`config.mk`:
```
export PLATFORM = sky130hd
export DESIGN_NAME = vga_timing_engine
export DESIGN_NICKNAME = d
export VERILOG_FILES = /design/src/rtl/vga_pkg.sv /design/src/rtl/vga_axis_counter.sv /design/src/rtl/vga_timing_engine.sv
export SDC_FILE = /design/constraint.sdc
export NUM_CORES = 1
export LEC_CHECK = 0
export ABC_CLOCK_PERIOD_IN_PS = 5000
export CORE_ASPECT_RATIO = 1.1
export CORE_MARGIN = 5
export CORE_UTILIZATION = 40
export CTS_CLUSTER_DIAMETER = 60
export CTS_CLUSTER_SIZE = 12
export DETAILED_ROUTE_END_ITERATION = 12
export GPL_TIMING_DRIVEN = 0
export SYNTH_ARGS = -nofsm -noshare
export SYNTH_HDL_FRONTEND = slang
export SYNTH_HIERARCHICAL = 1
export SYNTH_SLANG_ARGS = --single-unit
```
`constraint.sdc`:
```
create_clock -name clk -period 5 [get_ports clk]
set_clock_uncertainty 0.1 [all_clocks]
set_input_delay 1 -clock clk [delete_from_list [all_inputs] [get_ports clk]]
set_output_delay 1 -clock clk [all_outputs]
set_load 0.1 [all_outputs]
```
`src/rtl/vga_pkg.sv`:
```
// rtl/vga_pkg.sv - VGA timing presets and sync polarity codes
// Purpose: per-axis timing record plus standard mode presets shared by the
//          raster engine and its users.
// Ports:   none (package).
package vga_pkg;

  typedef struct packed {
    int active;
    int fp;
    int sync;
    int bp;
  } axis_timing_t;

  localparam axis_timing_t VGA_640X480_60_H = '{active: 640, fp: 16, sync: 96,  bp: 48};
  localparam axis_timing_t VGA_640X480_60_V = '{active: 480, fp: 10, sync: 2,   bp: 33};
  localparam axis_timing_t VGA_800X600_72_H = '{active: 800, fp: 56, sync: 120, bp: 64};
  localparam axis_timing_t VGA_800X600_72_V = '{active: 600, fp: 37, sync: 6,   bp: 23};

  localparam bit SYNC_ACTIVE_LOW  = 1'b0;
  localparam bit SYNC_ACTIVE_HIGH = 1'b1;

endpackage

```
`src/rtl/vga_axis_counter.sv`:
```
// rtl/vga_axis_counter.sv - one raster axis counter with region decode
// Purpose: counts 0..TOTAL-1 on each ce and decodes the active and sync
//          regions (order: active, front porch, sync, back porch).
// Ports:   clk, rst_n (async active-low), ce (advance enable);
//          cnt (current position), active (cnt in active region),
//          active_next (position after the next ce is active),
//          sync (cnt in sync region, active-high), wrap (cnt is TOTAL-1).
module vga_axis_counter
  import vga_pkg::*;
#(
  parameter  int ACTIVE = 640,
  parameter  int FP     = 16,
  parameter  int SYNC   = 96,
  parameter  int BP     = 48,
  localparam int TOTAL  = ACTIVE + FP + SYNC + BP,
  localparam int CNT_W  = $clog2(TOTAL)
) (
  input  logic             clk,
  input  logic             rst_n,
  input  logic             ce,
  output logic [CNT_W-1:0] cnt,
  output logic             active,
  output logic             active_next,
  output logic             sync,
  output logic             wrap
);

  localparam logic [CNT_W-1:0] LAST       = CNT_W'(TOTAL - 1);
  localparam logic [CNT_W-1:0] SYNC_START = CNT_W'(ACTIVE + FP);
  localparam logic [CNT_W-1:0] SYNC_END   = CNT_W'(ACTIVE + FP + SYNC);

  always_ff @(posedge clk or negedge rst_n) begin
    if (!rst_n) begin
      cnt <= '0;
    end else if (ce) begin
      cnt <= wrap ? '0 : cnt + CNT_W'(1);
    end
  end

  assign wrap   = (cnt == LAST);
  assign active = (cnt < CNT_W'(ACTIVE));
  assign sync   = (cnt >= SYNC_START) && (cnt < SYNC_END);
  // Next position is 0 on wrap (always active), otherwise cnt+1 < ACTIVE.
  assign active_next = wrap || (cnt < CNT_W'(ACTIVE - 1));

endmodule

```
`src/rtl/vga_timing_engine.sv`:
```
// rtl/vga_timing_engine.sv - parametrised VGA raster engine
// Purpose: pixel-rate strobe, H/V raster counters, pixel request with
//          coordinates, and a one-pixel output stage that blanks colour
//          outside the active area and aligns syncs with colour.
// Ports:   clk, rst_n (async active-low); in_r/in_g/in_b (requested pixel
//          colour); px_req, px_x, px_y (current pixel request/position);
//          out_r/out_g/out_b (blanked colour); h_sync, v_sync (polarity per
//          SYNC_POL); frame_start (1-clk pulse on wrap to (0,0)).
module vga_timing_engine
  import vga_pkg::*;
#(
  parameter  int COLOR_W  = 1,
  parameter  int CLK_DIV  = 4,
  parameter  int H_ACTIVE = VGA_640X480_60_H.active,
  parameter  int H_FP     = VGA_640X480_60_H.fp,
  parameter  int H_SYNC   = VGA_640X480_60_H.sync,
  parameter  int H_BP     = VGA_640X480_60_H.bp,
  parameter  int V_ACTIVE = VGA_640X480_60_V.active,
  parameter  int V_FP     = VGA_640X480_60_V.fp,
  parameter  int V_SYNC   = VGA_640X480_60_V.sync,
  parameter  int V_BP     = VGA_640X480_60_V.bp,
  parameter  bit SYNC_POL = SYNC_ACTIVE_LOW,
  localparam int H_TOTAL  = H_ACTIVE + H_FP + H_SYNC + H_BP,
  localparam int V_TOTAL  = V_ACTIVE + V_FP + V_SYNC + V_BP,
  localparam int X_W      = $clog2(H_TOTAL),
  localparam int Y_W      = $clog2(V_TOTAL)
) (
  input  logic               clk,
  input  logic               rst_n,
  input  logic [COLOR_W-1:0] in_r,
  input  logic [COLOR_W-1:0] in_g,
  input  logic [COLOR_W-1:0] in_b,
  output logic               px_req,
  output logic [X_W-1:0]     px_x,
  output logic [Y_W-1:0]     px_y,
  output logic [COLOR_W-1:0] out_r,
  output logic [COLOR_W-1:0] out_g,
  output logic [COLOR_W-1:0] out_b,
  output logic               h_sync,
  output logic               v_sync,
  output logic               frame_start
);

  if (COLOR_W < 1 || CLK_DIV < 1 || H_ACTIVE < 1 || H_FP < 1 || H_SYNC < 1 || H_BP < 1 ||
      V_ACTIVE < 1 || V_FP < 1 || V_SYNC < 1 || V_BP < 1) begin : g_bad_params
    $error("vga_timing_engine: COLOR_W, CLK_DIV and every timing interval must be >= 1");
  end

  localparam int               DIV_W     = (CLK_DIV > 1) ? $clog2(CLK_DIV) : 1;
  localparam logic [DIV_W-1:0] DIV_LAST  = DIV_W'(CLK_DIV - 1);
  localparam logic             IDLE_SYNC = !SYNC_POL;

  logic [DIV_W-1:0] div_cnt;
  logic             pix_ce;
  logic [X_W-1:0]   h_cnt;
  logic [Y_W-1:0]   v_cnt;
  logic             h_active, h_active_next, h_in_sync, h_wrap;
  logic             v_active, v_active_next, v_in_sync, v_wrap;
  logic             px_active;

  // Pixel strobe; with CLK_DIV = 1 DIV_LAST is 0 so pix_ce is constantly high.
  always_ff @(posedge clk or negedge rst_n) begin
    if (!rst_n) begin
      div_cnt <= '0;
    end else if (pix_ce) begin
      div_cnt <= '0;
    end else begin
      div_cnt <= div_cnt + DIV_W'(1);
    end
  end

  assign pix_ce = (div_cnt == DIV_LAST);

  vga_axis_counter #(
    .ACTIVE(H_ACTIVE), .FP(H_FP), .SYNC(H_SYNC), .BP(H_BP)
  ) u_h_axis (
    .clk(clk), .rst_n(rst_n), .ce(pix_ce),
    .cnt(h_cnt), .active(h_active), .active_next(h_active_next),
    .sync(h_in_sync), .wrap(h_wrap)
  );

  vga_axis_counter #(
    .ACTIVE(V_ACTIVE), .FP(V_FP), .SYNC(V_SYNC), .BP(V_BP)
  ) u_v_axis (
    .clk(clk), .rst_n(rst_n), .ce(pix_ce && h_wrap),
    .cnt(v_cnt), .active(v_active), .active_next(v_active_next),
    .sync(v_in_sync), .wrap(v_wrap)
  );

  assign px_x      = h_cnt;
  assign px_y      = v_cnt;
  assign px_active = h_active && v_active;

  // px_req is loaded with the activity of the position the counters hold
  // after this edge, so it stays in step with px_x/px_y yet still reads 0
  // while reset is asserted.
  always_ff @(posedge clk or negedge rst_n) begin
    if (!rst_n) begin
      px_req <= 1'b0;
    end else if (pix_ce) begin
      px_req <= h_active_next && (h_wrap ? v_active_next : v_active);
    end else begin
      px_req <= px_active;
    end
  end

  // Output stage: one pixel behind the counters; colour and syncs of the
  // pixel that is ending are captured together so they stay aligned.
  always_ff @(posedge clk or negedge rst_n) begin
    if (!rst_n) begin
      out_r       <= '0;
      out_g       <= '0;
      out_b       <= '0;
      h_sync      <= IDLE_SYNC;
      v_sync      <= IDLE_SYNC;
      frame_start <= 1'b0;
    end else begin
      frame_start <= pix_ce && h_wrap && v_wrap;
      if (pix_ce) begin
        out_r  <= px_active ? in_r : '0;
        out_g  <= px_active ? in_g : '0;
        out_b  <= px_active ? in_b : '0;
        h_sync <= h_in_sync ? SYNC_POL : IDLE_SYNC;
        v_sync <= v_in_sync ? SYNC_POL : IDLE_SYNC;
      end
    end
  end

endmodule
```
# == Word-level counts from Yosys, hierarchy flattened ==
# Index checks and enable logic that the tools add are counted.
# totals
regBits,29
elab_cells,42
# op_classes
addsub,3
n_lt_le_gt_ge,8
eq_ne,3
n_mux,10
reduce_logical,8
# op_table
cell,n
$lt A10 B10 Y1 const B,3
$lt A10 B9 Y1 const B,3
$add A10 B1 Y10 const B,2
$eq A10 B10 Y1 const B,2
$mux W10,2
$ge A10 B10 Y1 const B,1
$ge A10 B9 Y1 const B,1
$mux W1,7
$logic_and A1 B1 Y1,6
$add A2 B1 Y2 const B,1
$eq A2 B2 Y1 const B,1
$logic_or A1 B1 Y1,2
$mux W2,1

# == Depth between registers and ports, before layout ==
# logic_depth
word_depth,5
mapped_depth,10
ltp_nobuf,8

# == By module ==
# Netlist, hierarchy kept.
# by_module_without_submodules
mod,n_inst,cells_each,area_each_um2
vga_axis_counter at u_v_axis,1,60,610.6
vga_axis_counter at u_h_axis,1,59,575.6
vga_timing_engine,1,31,365.4

# == Worst setup path after synthesis ==
# No wires, ideal clock.
# synth_path
path_kind,register -> register
from,register u_h_axis.cnt[1]
to,register u_v_axis.cnt[7]
setup_ns,0.160
arrival_ns,2.779
required_time_ns,4.740
slack_ns,1.961
path_stages_with_launch,11
n_path_buf,2
period_less_slack_ns,3.039
path_cell_list,dfrtp_1 > ha_1 > nand4b_2 > nor4_1 > and2_1 > and2_2 > buf_2 > and4_1 > buf_2 > nand4_1 > xnor2_1
# synth_via
elab_chain_cells,2
# synth_lines
element,line,rtl
start: declaration,vga_axis_counter.sv:21,"output logic [CNT_W-1:0] cnt,"
start signal: assignment,vga_axis_counter.sv:36,cnt <= wrap ? '0 : cnt + CNT_W'(1);
$eq A10 B10 Y1,vga_axis_counter.sv:40,assign wrap = (cnt == LAST);
via h_wrap,vga_timing_engine.sv:57,"logic h_active, h_active_next, h_in_sync, h_wrap;"
$logic_and A1 B1 Y1,vga_timing_engine.sv:85,".clk(clk), .rst_n(rst_n), .ce(pix_ce && h_wrap),"
end signal: assignment,vga_axis_counter.sv:36,
end: declaration,vga_axis_counter.sv:21,
# The timed path passes the listed nets, and every way through them passes these cells.
# A chain may end at the register's enable or synchronous reset.

# == Worst setup path after layout ==
# layout_path
from,register u_h_axis.cnt[5]
to,output px_x[5]
# layout_rtl
element,line,rtl
end: declaration,vga_timing_engine.sv:34,"output logic [X_W-1:0] px_x,"
# No word-level cell between the ends.

==> impl_summary.txt <==
----------------------------------------------------
[Outcome]
  Result of the run ... finished, final reports clean

[Global routing]
  Maximum number of pins on one net before global-route repair ... 30
  Antenna violations before repair ... 0
  Wire length of the first global-routing pass ... 5.58 mm
  Overflow left after global routing ... 0
  Total GRT Usage ... 13.4%
  Vias in the first global route ... 1188

[Finish]
  Fillers ... 361
  Number of diodes added for antenna fixing ... 0
  Biggest regs ... u_h_axis/cnt (10), u_v_axis/cnt (10), div_cnt (2)
  Most frequent cells in the layout ... 30 x sky130_fd_sc_hd__clkdlybuf4s50_1, 27 x sky130_fd_sc_hd__dfrtp_1, 12 x sky130_fd_sc_hd__nand2_1, 12 x sky130_fd_sc_hd__inv_1
  Net count reported at finish ... 198
  Most common cell after layout, fill and taps aside ... sky130_fd_sc_hd__clkdlybuf4s50_1
  Fin area ... 2040 µm²
  Post-synthesis to final-layout area growth ... 31.5%
  Fraction of layout cells with a size suffix above 1 ... 13.8%

[Flow run]
  Max-capacitance violation count ... 0

[Synth]
  Top flip-flop cell by instance count after synthesis ... sky130_fd_sc_hd__dfrtp_1
  Synth Instances ... 150
  Number of synthesized flops with an enable pin ... 0
  Mean instance size in the synthesized netlist ... 10.3 µm²
  Mux share of post-synthesis cell area ... 3.31%
  Largest family of logic cells by synthesized area ... simple AND/OR/NAND/NOR gates
  Compound-Gate Fraction of Synth Area ... 8.71%
  Count of cell types in the netlist ... 43
  Post-synthesis instance area ... 1550 µm²
  Post-synthesis simple-gate area fraction ... 26.0%
  Flip-flop and latch count after synthesis ... 29
  Fraction of the yosys area taken by sequential cells ... 46.9%
  Adder-Cell Fraction of Synth Area ... 4.03%
  Number of warning messages in the yosys log ... 6
  Xor/xnor share of the synthesized area ... 6.21%
  Post-synthesis async set-or-reset flop share ... 100%
  Net count after synthesis ... 160

[Hold path]
  Hold depth ... 1
  Hold Crit Class ... reg2reg

[Floorplanning]
  Horizontal die dimension ... 69.4 µm
  Starting density of the core ... 42.1%
  Number of primary I/O pins ... 32
  Std-Cell Core Area ... 3680 µm²
  Die Y ... 75.3 µm
  Number of cell rows ... 23
  Area of the die ... 5230 µm²

[Placed design]
  Worst-case setup slack after placement ... 2.21 ns
  Dpl cell area ... 1920 µm²
  Number of port buffers ... 31
  Detailed Place HPWL ... 2.35 mm
  Routability cong. ... 0.838

[Worst setup path]
  Buffers plus inverters on the worst setup path ... 1
  Number of cells on the critical path ... 1
  Cell family contributing the most delay on the critical path ... buffers and inverters
  R2r worst-path depth ... 10
  Top fanout value on the critical path ... 8
  Critical path type ... reg2out
  Cell with the largest stage delay on the worst path ... sky130_fd_sc_hd__clkdlybuf4s50_1
  Critical Path Sink Type ... output pin
  Startpoint class of the critical path ... flop
  Largest incremental delay on the critical path ... 1.20 ns
  Series of cell instances along the critical path ... clkdlybuf4s50_1
  Crit path arrival time ... 2.00 ns
  Req. time, crit path ... 3.90 ns

[Clocking]
  Clock latency reported for the late side of the worst-skew pair ... 0.28 ns
  TritonCTS clock tree ... done
  Clk buf depth ... 2
  TritonCTS Sinks ... 29
  H-Tree Depth ... 2
  Post_cts resized ... 0
  Number of buffers inserted for hold repair after clock tree synthesis ... 0
  Register clock-pin slew on the reported worst setup and hold paths ... 0.07 ns
  Root Buffer ... sky130_fd_sc_hd__clkbuf_8
  Number of buffers created by CTS ... 5
  # Post-CTS Setup Buffers ... 0

[Routing]
  Via total after detailed routing ... 1214
  Routed wirelength normalized by instance count ... 13.7 µm
  DRC violation count after routing ... 0
  Total Wirelength ... 3.28 mm
  Number of nets with antenna violations after detailed routing ... 0
  Iter 0 DRT Violations ... 76
  Initial DRT Pass Iterations ... 4
  Via count normalized by instance count ... 5.08

[Timing]
  Actual slew at the worst max-slew pin ... 0.980 ns
  Setup-failing EPs final ... 0
  Final Worst Setup Slack ... 1.90 ns
  Final Max Tran Viols ... 0
  Rel. slew slack ... 34.5%
  Final min period ... 3.10 ns
  Fin crit share ... 62.0%
  Worst hold margin ... 0.339 ns
  Final Hold Vio Count ... 0
  Max frequency ... 323 MHz
  Total Neg Setup Slack ... 0 ns
  Unrepaired setup endpoints after global routing ... false

[Power]
  Fraction of power spent switching nets ... 20.9%
  Clk network pwr share ... 49.6%
  LEAKAGE ... 0.830 nW
  Internal power of the cells ... 403 µW
  PD cells ... 250 nW/µm²
  Combinational share of power ... 4.0%
  Sw Pwr ... 107 µW
  Maximum ir drop on the vdd rail ... 158 µV
  Power after layout ... 509 µW
  Power share of the sequential group ... 46.4%

----------------------------------------------------
==> cells by family after synthesis <==
kind of cell | after synthesis
compound gates | 20
xor+xnor | 11
fa+ha+maj | 5
buf+inv | 17
flops | 29
mux | 5
simple gates | 63
==> worst paths after layout <==
path | from | endpoint | slack, ns
max | u_h_axis/cnt[5] | px_x[5] | 1.90
min in group asynchronous | rst_n | u_h_axis/cnt[0] | 0.64
min reg2reg | div_cnt[0] | div_cnt[0] | 0.34
max in group asynchronous | rst_n | u_v_axis/cnt[1] | 3.74
max reg2reg | u_h_axis/cnt[0] | u_v_axis/cnt[9] | 2.47
min | div_cnt[0] | div_cnt[0] | 0.34
==> power groups by stage <==
stage | clock network (mW) | registers, mW | logic [mW]
detailed placement | 0 | 0.241 | 0.0212
global placement | 0 | 0.241 | 0.0209
CTS | 0.259 | 0.237 | 0.0212
global route | 0.269 | 0.237 | 0.0219
floorplan | 0 | 0.250 | 0.00117
finish | 0.253 | 0.237 | 0.0202
==> stage by stage <==
stage / utilization, % / std cells
finish: 55.4 / 239
global route: 55.4 / 239
CTS: 55.5 / 239
detailed placement: 52.2 / 231
global placement: 52.2 / 231
floorplan: - / 150
==> layout make-up <==
type	instances	area (µm²)	share of cell area [%]
Timing Repair Buffer	31	305	15.0
Clock buffer	6	82.6	4.05
Tap cell	50	62.6	3.07
Buffer	5	30.0	1.47
Multi-Input combinational cell	104	748	36.7
Clock inverter	2	37.5	1.84
Inverter	12	45.0	2.21
Sequential cell	29	728	35.7
==> Yosys cell counts, types with 2 or more instances <==
cell type	instances	area (µm²)
sky130_fd_sc_hd__dfstp_2	2	52.6
sky130_fd_sc_hd__a21oi_1	2	10.0
sky130_fd_sc_hd__o21ai_1	3	15.0
sky130_fd_sc_hd__xor2_1	3	26.3
sky130_fd_sc_hd__o21bai_1	2	15.0
sky130_fd_sc_hd__inv_1	12	45.0
sky130_fd_sc_hd__nand3_1	8	40.0
sky130_fd_sc_hd__and4_1	2	17.5
sky130_fd_sc_hd__mux2i_1	4	40.0
sky130_fd_sc_hd__dfrtp_1	27	676
sky130_fd_sc_hd__and2_1	4	25.0
sky130_fd_sc_hd__nand2_1	12	45.0
sky130_fd_sc_hd__o21ai_0	3	15.0
sky130_fd_sc_hd__ha_1	5	62.6
sky130_fd_sc_hd__nor4b_1	2	17.5
sky130_fd_sc_hd__and3_2	2	15.0
sky130_fd_sc_hd__nand4_1	6	37.5
sky130_fd_sc_hd__nand4b_2	2	30.0
sky130_fd_sc_hd__and3_1	3	18.8
sky130_fd_sc_hd__o22ai_1	4	25.0
sky130_fd_sc_hd__nor4_1	3	18.8
sky130_fd_sc_hd__nor2_1	8	30.0
sky130_fd_sc_hd__buf_2	3	15.0
sky130_fd_sc_hd__xnor2_1	8	70.1
sky130_fd_sc_hd__nor3_1	2	10.0
==> per-layer routing <==
| layer | wire length [µm] | global-route usage [%] | vias up |
|---|---|---|---|
| li1 | - | - | 609 |
| met1 | 1600 | 16.6 | 576 |
| met2 | 1520 | 21.9 | 27 |
| met3 | 145 | 4.88 | 2 |
| met4 | 10 | 4.77 | 0 |
| met5 | 0 | 0 | - |
Power figures use the tool's default switching activity.
